File: src/rtl/real_sweep_gen.sv
// real_sweep_gen: clocked fixed-point linear sweep source with valid/ready output.
// Emits start_q, start_q+step_q, ... while the value stays <= stop_q, one sample
// per accepted handshake, then pulses done for one cycle.
// Optional build macro SWEEP_BIDIR_EN: after the top of the ramp the sweep turns
// around and steps back down to start_q before finishing.
//
// Output format: signed OUT_WIDTH-bit value, LSB weight 2**OUT_EXPONENT,
// magnitude limited to out_range. Constants are rounded to this format at
// elaboration and saturated to its range.
//
//   state  | meaning
//   -------+--------------------------------------------------------------
//   IDLE   | waiting for go; out holds the last value emitted
//   RUN    | offering ascending samples, advancing on each handshake
//   RUN_DN | (SWEEP_BIDIR_EN only) offering descending samples
//   DONE   | one-cycle done pulse, then back to IDLE

module real_sweep_gen #(
    parameter real start_val    = 0.0,
    parameter real stop_val     = 1.0,
    parameter real step_val     = 0.1,
    parameter int  IDX_WIDTH    = 16,
    parameter real out_range    = 10.0,
    parameter int  OUT_WIDTH    = 16,
    parameter int  OUT_EXPONENT = -10
) (
    input  logic                        clk,
    input  logic                        rst,
    input  logic                        go,
    output logic signed [OUT_WIDTH-1:0] out,
    output logic                        out_valid,
    input  logic                        out_ready,
    output logic [IDX_WIDTH-1:0]        idx,
    output logic                        busy,
    output logic                        done
);

    localparam real    LSB_SCALE = 2.0 ** (-OUT_EXPONENT);
    localparam longint FMT_MAX   = (longint'(1) <<< (OUT_WIDTH - 1)) - 1;
    // Largest magnitude the format can carry: the declared range, capped by the word width.
    localparam real    LIMIT_R   = (out_range * LSB_SCALE < real'(FMT_MAX)) ?
                                   out_range * LSB_SCALE : real'(FMT_MAX);

    // Round-to-nearest quantization with saturation, evaluated only at elaboration.
    function automatic longint quant(input real v);
        real s;
        s = v * LSB_SCALE;
        if (s > LIMIT_R)
            s = LIMIT_R;
        else if (s < -LIMIT_R)
            s = -LIMIT_R;
        if (s >= 0.0)
            return longint'($rtoi(s + 0.5));
        else
            return -longint'($rtoi(-s + 0.5));
    endfunction

    localparam longint START_L = quant(start_val);
    localparam longint STOP_L  = quant(stop_val);
    localparam longint STEP_L  = quant(step_val);

    localparam logic signed [OUT_WIDTH-1:0] START_Q = OUT_WIDTH'(START_L);

    // One guard bit so start/stop/step sums cannot wrap before the compare.
    localparam logic signed [OUT_WIDTH:0] STEP_X = (OUT_WIDTH + 1)'(STEP_L);
    localparam logic signed [OUT_WIDTH:0] STOP_X = (OUT_WIDTH + 1)'(STOP_L);
`ifdef SWEEP_BIDIR_EN
    localparam logic signed [OUT_WIDTH:0] START_X = (OUT_WIDTH + 1)'(START_L);
`endif

    localparam logic [IDX_WIDTH-1:0] IDX_ONE = {{(IDX_WIDTH - 1){1'b0}}, 1'b1};

    // Elaboration-time sanity checks on the quantized constants.
    if (STEP_L <= 0) begin : g_bad_step
        $error("real_sweep_gen: step_val quantizes to a non-positive step");
    end
    if (STOP_L < START_L) begin : g_bad_order
        $error("real_sweep_gen: stop_val quantizes below start_val");
    end
    if (start_val * LSB_SCALE > LIMIT_R || start_val * LSB_SCALE < -LIMIT_R) begin : g_sat_start
        $warning("real_sweep_gen: start_val outside output range, saturated");
    end
    if (stop_val * LSB_SCALE > LIMIT_R || stop_val * LSB_SCALE < -LIMIT_R) begin : g_sat_stop
        $warning("real_sweep_gen: stop_val outside output range, saturated");
    end

    typedef enum logic [1:0] {
        IDLE   = 2'd0,
        RUN    = 2'd1,
        DONE   = 2'd2
`ifdef SWEEP_BIDIR_EN
        ,
        RUN_DN = 2'd3
`endif
    } state_t;

    state_t state;

    logic signed [OUT_WIDTH:0] out_x;
    logic signed [OUT_WIDTH:0] nxt_up;
`ifdef SWEEP_BIDIR_EN
    logic signed [OUT_WIDTH:0] nxt_dn;
`endif
    logic                      accept;

    // Candidate next values, computed one bit wider than the output.
    always_comb begin
        out_x  = {out[OUT_WIDTH-1], out};
        nxt_up = out_x + STEP_X;
`ifdef SWEEP_BIDIR_EN
        nxt_dn = out_x - STEP_X;
`endif
        accept = out_valid & out_ready;
    end

    // Sweep sequencer; every output is registered here.
    always_ff @(posedge clk) begin
        if (rst) begin
            state     <= IDLE;
            out       <= '0;
            out_valid <= 1'b0;
            idx       <= '0;
            busy      <= 1'b0;
            done      <= 1'b0;
        end else begin
            case (state)
                IDLE: begin
                    done <= 1'b0;
                    if (go) begin
                        out       <= START_Q;
                        idx       <= '0;
                        out_valid <= 1'b1;
                        busy      <= 1'b1;
                        state     <= RUN;
                    end
                end
                RUN: begin
                    if (accept) begin
                        if (nxt_up <= STOP_X) begin
                            out <= nxt_up[OUT_WIDTH-1:0];
                            idx <= idx + IDX_ONE;
`ifdef SWEEP_BIDIR_EN
                        end else if (nxt_dn >= START_X) begin
                            // Turn around without repeating the top sample.
                            out   <= nxt_dn[OUT_WIDTH-1:0];
                            idx   <= idx + IDX_ONE;
                            state <= RUN_DN;
`endif
                        end else begin
                            out_valid <= 1'b0;
                            busy      <= 1'b0;
                            done      <= 1'b1;
                            state     <= DONE;
                        end
                    end
                end
`ifdef SWEEP_BIDIR_EN
                RUN_DN: begin
                    if (accept) begin
                        if (nxt_dn >= START_X) begin
                            out <= nxt_dn[OUT_WIDTH-1:0];
                            idx <= idx + IDX_ONE;
                        end else begin
                            out_valid <= 1'b0;
                            busy      <= 1'b0;
                            done      <= 1'b1;
                            state     <= DONE;
                        end
                    end
                end
`endif
                DONE: begin
                    // go is deliberately not looked at here.
                    done  <= 1'b0;
                    state <= IDLE;
                end
                default: begin
                    out_valid <= 1'b0;
                    busy      <= 1'b0;
                    done      <= 1'b0;
                    state     <= IDLE;
                end
            endcase
        end
    end

endmodule
File: config.mk
export PLATFORM = sky130hd
export DESIGN_NAME = real_sweep_gen
export DESIGN_NICKNAME = d
export VERILOG_FILES = /design/src/rtl/real_sweep_gen.sv
export SDC_FILE = /design/constraint.sdc
export NUM_CORES = 1
export LEC_CHECK = 0
export ABC_AREA = 1
export ABC_CLOCK_PERIOD_IN_PS = 4400
export CAP_MARGIN = 10
export CELL_PAD_IN_SITES_DETAIL_PLACEMENT = 1
export CELL_PAD_IN_SITES_GLOBAL_PLACEMENT = 1
export CORE_ASPECT_RATIO = 0.7
export CORE_MARGIN = 10
export CORE_UTILIZATION = 41
export CTS_BUF_LIST = sky130_fd_sc_hd__clkbuf_2 sky130_fd_sc_hd__clkbuf_4 sky130_fd_sc_hd__clkbuf_8
export CTS_CLUSTER_DIAMETER = 30
export DETAILED_ROUTE_END_ITERATION = 6
export HOLD_SLACK_MARGIN = 0.12
export PLACE_DENSITY = 0.86
export SYNTH_ARGS = -nofsm -noshare
export SYNTH_HDL_FRONTEND = slang
export SYNTH_SLANG_ARGS = --single-unit
File: constraint.sdc
create_clock -name clk -period 4.4 [get_ports clk]
set_input_delay 0.66 -clock clk [delete_from_list [all_inputs] [get_ports clk]]
set_output_delay 0.66 -clock clk [all_outputs]
set_load 0.02 [all_outputs]
=== Word level (Yosys, flattened, before mapping) ===
Index checks and enable logic that the tools add are counted.

* Register bits: 36
* Bits of input ports: 4
* Word-level logic and storage cells: 40

* Add/subtract/negate cells: 2
* Magnitude comparators: 1
* Eq/ne operators: 6
* Mux-type cells: 15
* Bitwise operators: 4
* Reduce and logical (&&, ||, !) cells: 7

{| class="wikitable"
|+ Operators with widths
! kind !! count
|-
| two-way mux 16 bit || 5
|-
| case mux 16 bit (2 select lines) || 2
|-
| adder 16 x 8 -> 17 bit, second input constant || 1
|-
| less-or-equal comparator 17 x 12 -> 1 bit, second input constant || 1
|-
| adder 16 x 1 -> 16 bit, second input constant || 1
|-
| inequality test 2 bit, second input constant || 4
|-
| AND reduction 4 bit || 2
|-
| two-way mux 2 bit || 3
|-
| case mux 2 bit (2 select lines) || 1
|-
| two-way mux 1 bit || 3
|-
| inverter 1 bit || 3
|-
| case mux 1 bit (3 select lines) || 1
|-
| AND reduction 3 bit || 1
|-
| == test 2 x 1 -> 1 bit, second input constant || 1
|-
| == test 2 bit, second input constant || 1
|-
| logical NOT 2 bit || 1
|-
| AND reduction 2 bit || 1
|-
| nonzero test 2 bit || 1
|-
| OR reduction 2 bit || 1
|-
| bitwise AND 1 bit || 1
|}

=== Depth between registers and ports, before layout ===
* Word-level depth: 5
* Mapped depth: 18
* Depth with buffers taken out: 17

=== Worst setup path after synthesis ===
Ideal clock, no wire load.

* Path kind: flip-flop to flip-flop
* From: register out[1]
* To: register out[2]
* Library setup time: 128 ps
* Arrival: 2065 ps
* Data required time: 4272 ps
* Path slack: 2207 ps
* Stages on the path, launching flop included: 17
* Buffers on the path: 1
* Cell sequence: dfxtp_1 -> inv_1 -> ha_1 -> inv_1 -> nand3_1 -> nand2_2 -> nand2_1 -> nor2_2 -> xor2_1 -> nor2_1 -> nand3_2 -> nand3_4 -> nand2_4 -> buf_4 -> nand2_1 -> nand2_1 -> nor2_1

* Longest elaborated chain between the ends: 4

{| class="wikitable"
|+ Ends and longest elaborated chain
! item !! line !! RTL
|-
| start: declaration || 30 || <nowiki>output logic signed [OUT_WIDTH-1:0] out,</nowiki>
|-
| start signal: assignment || 140 || <nowiki>out <= nxt_up[OUT_WIDTH-1:0];</nowiki>
|-
| adder 16 x 8 -> 17 bit (*) || 109 || <nowiki>nxt_up = out_x + STEP_X;</nowiki>
|-
| less-or-equal comparator 17 x 12 -> 1 bit / two-way mux 16 bit (equally long branches) || 139 || <nowiki>if (nxt_up <= STOP_X) begin</nowiki>
|-
| inequality test 2 bit (no line) / two-way mux 16 bit (equally long branches) || n/a ||
|-
| AND reduction 4 bit (no line) / case mux 16 bit (2 select lines) (equally long branches) || n/a ||
|}

Mark *: on every way between the ends. The rest lies on a longest branch, timed or not. The select of a mux whose other input is x is not followed.
A chain may end at the register's enable or synchronous reset.

=== Worst setup path after layout ===
* From: register state[0]
* To: register out[1]

* Longest elaborated chain between the ends: 3

{| class="wikitable"
|+ Ends and longest elaborated chain
! item !! line !! RTL
|-
| start: declaration || 97 || <nowiki>state_t state;</nowiki>
|-
| start signal: assignment || 119 || <nowiki>state <= IDLE;</nowiki>
|-
| start signal: assignment || 134 || <nowiki>state <= RUN;</nowiki>
|-
| start signal: assignment || 153 || <nowiki>state <= DONE;</nowiki>
|-
| == test 2 x 1 -> 1 bit / logical NOT 2 bit (equally long branches) || 126 || <nowiki>case (state)</nowiki>
|-
| inequality test 2 bit (no line) / nonzero test 2 bit (equally long branches) || n/a ||
|-
| AND reduction 4 bit (no line) || n/a ||
|}

Parallel ways exist; a longest one is shown, timed or not.

==> results.sh <==
export IMPL_power_frac_comb_pct=31.2
export IMPL_place_gp_congestion=0.870
export IMPL_dieWidth_um=110
export IMPL_sequentialPowerShare_pct=41.7
export IMPL_layout_nets=411
export IMPL_antenna_cells=0
export IMPL_switchingPower_mw=0.336
export IMPL_syn_cell_area_um2=2300
export IMPL_synth_seq_area_share_pct=30.5
export IMPL_cts_setup_buffers=0
export IMPL_crit_arrival_ns=3.25
export IMPL_outcome="finished, final reports clean"
export IMPL_viasPerCell=5.19
export IMPL_r2r_cells=8
export IMPL_syn_nets=382
export IMPL_worstSetupPathType="reg2reg"
export IMPL_post_cts_resize_count=0
export IMPL_first_iter_violations=174
export IMPL_cap_violations=0
export IMPL_period_needed_ns=3.02
export IMPL_cellPowerDensity_nw_per_um2=322
export IMPL_switching_share_pct=37.6
export IMPL_r2r_start="state[0]"
export IMPL_syn2layout_area_growth_pct=20.4
export IMPL_synth_seq_cells=35
export IMPL_tns_ns=0
export IMPL_maxClockFrequency_ghz=0.331
export IMPL_required_ns=4.63
export IMPL_clk_insertion_delay_late_ns=0.29
export IMPL_rows=22
export IMPL_core_area_um2=5340
export IMPL_finClkSkew_ns=0.00371
export IMPL_die_h_um=82.7
export IMPL_overflow=0
export IMPL_maxSlewHeadroom_pct=51.7
export IMPL_grt_antenna_before_repair=0
export IMPL_hold_class="reg2reg"
export IMPL_die_area_um2=9060
export IMPL_syn_avg_cell_area_um2=6.12
export IMPL_grt_start_max_net_pins=32
export IMPL_grt_pass1_wl_mm=13.0
export IMPL_n_fill_cell=751
export IMPL_hold_ws_ns=0.463
export IMPL_crit_path_end_kind="flop"
export IMPL_cts_max_path_buffers=2
export IMPL_yosysTopAreaCell="dfxtp_1"
export IMPL_grt_setup_unrepaired="false"
export IMPL_io_buffers=37
export IMPL_utilization_pct=51.9
export IMPL_start_util_pct=43.1
export IMPL_pin_count=39
export IMPL_clkPwrFrac_pct=27.1
export IMPL_timing_rr_end="out[1]"
export IMPL_min_to="done"
export IMPL_pre_cts_ws_ns=1.49
export IMPL_cpMaxStageDelayCell="o21ai_2"
export IMPL_vias=2477
export IMPL_cts_sinks=35
export IMPL_postCtsHoldBufs=0
export IMPL_drtPass1Iterations=4
export IMPL_drive_gt1_share_pct=5.68
export IMPL_synth_cells=376
export IMPL_synth_top_area_share_pct=30.5
export IMPL_yosys_warnings=0
export IMPL_h_tree_depth=2
export IMPL_start_kind="flop"
export IMPL_p_int_mw=0.557
export IMPL_crit_chain="inv_1 > nor2_4 > clkinv_1 > o21ai_2 > nand2_4 > inv_1 > nor2_1 > nor2_1"
export IMPL_grt_usage_pct=18.0
export IMPL_post_route_period_util_pct=68.6
export IMPL_drc_errors=0
export IMPL_finalHoldViolCount=0
export IMPL_synth_distinct_cells=30
export IMPL_grt_pass1_vias=2518
export IMPL_cts_tree="yes"
export IMPL_irDropWorstVdd_mv=0.131
export IMPL_setup_ws_ns=1.38
export IMPL_wl_per_cell_um=16.1
export IMPL_cts_buffers=5
export IMPL_place_hpwl_mm=5.54
export IMPL_setup_viol=0
export IMPL_path_clk_slew_ns=0.07
export IMPL_min_from="done"
export IMPL_max_stage_delay_ns=0.78
export IMPL_ant_nets=0
export IMPL_critPathMaxFanout=31
export IMPL_slew_violations=0
export IMPL_rrSetupSlack_ns=1.38
export IMPL_wirelength_mm=7.70
export IMPL_worstMarginPinSlew_ns=0.724
export IMPL_root_buffer="clkbuf_8"
export IMPL_min_delay_path_depth=2
export IMPL_yosys_top_cells_area="dfxtp_1 (30%), nand2_1 (17%), nand3_1 (14%)"
export IMPL_p_leak_nw=1.12
through the flow:
stage | total power [mW] | instance area (µm²) | cells
detailed placement | 0.654 | 2680 | 470
global route | 0.952 | 2770 | 477
CTS | 0.899 | 2770 | 477
floorplan | 0.565 | 2300 | 376
finish | 0.893 | 2770 | 477
global placement | 0.646 | 2680 | 470
final cells by class:
cell class | count | area, µm² | share of cell area, %
Clock buffer | 6 | 82.6 | 2.98
Clock inverter | 1 | 5.00 | 0.181
Inverter | 37 | 139 | 5.01
Multi-Input combinational cell | 287 | 1370 | 49.4
Sequential cell | 35 | 701 | 25.3
Tap cell | 72 | 90.1 | 3.25
Timing Repair Buffer | 39 | 385 | 13.9
per-layer routing:
metal	share of wire (%)	track usage [%]	up-vias
li1	-	-	1251
met1	49	25.0	1147
met2	43	27.4	73
met3	7.8	4.41	6
met4	0.74	4.15	0
met5	0	0	-
synthesized netlist by cell type (all sizes together):
master and n:
nand2 110, xor2 12, ha 2, o21ai 3, nor4 3, nor3b 1, nor2 56, inv 36
buf 11, nand4 4, or2 2, conb 1, nand3b 1, dfxtp 35, xnor2 3, nor3 5
clkbuf 6, a21oi 17, clkinv 1, nand3 67
state kept, by name (all words and copies together), names as in the netlist:
signal  flops
done        1
out        15
state       2
busy        1
idx        16
layout by cell type (no fill, tap or decap), drive strengths merged, types with 3 or more instances in the layout:
cell type	synthesis	layout
nor4	3	3
dfxtp	35	35
clkdlybuf4s50	0	37
nor2	56	56
xor2	12	12
nor3	5	5
nand4	4	4
nand3	67	67
nand2	110	110
inv	36	36
o21ai	3	3
a21oi	17	17
clkbuf	6	6
xnor2	3	3
worst max-delay path: cells and delay by family (launching register included):
kind	cells	cell delay, ns
and+or+nand+nor	4	0.90
buffers and inverters	3	0.86
AOI/OAI and AO/OA	1	0.78
DFF	1	0.39
cells by family after synthesis:
group / Yosys count / synth area share (%)
DFF: 35 / 30.5
buffers and inverters: 54 / 10.2
AOI/OAI and AO/OA: 20 / 4.35
xor gates and xnor gates: 15 / 5.71
adders and majority gates: 2 / 1.09
and+or+nand+nor: 249 / 48.0
other: 1 / 0.163
how the worst max path moves through the flow:
stage / end / startpoint
finish: out[1] / state[0]
floorplan: out[2] / out[1]
global route: out[1] / state[0]
global placement: out[3] / state[0]
CTS: out[1] / state[0]
detailed placement: out[2] / state[0]
power groups by stage:
stage,sequential [mW],combinational [mW],clock (mW)
2_1_floorplan,0.393,0.173,0
3_3_place_gp,0.378,0.268,0
3_5_place_dp,0.379,0.275,0
4_1_cts,0.372,0.279,0.248
5_1_grt,0.377,0.310,0.265
6_report,0.372,0.279,0.242
Power figures use the tool's default switching activity.
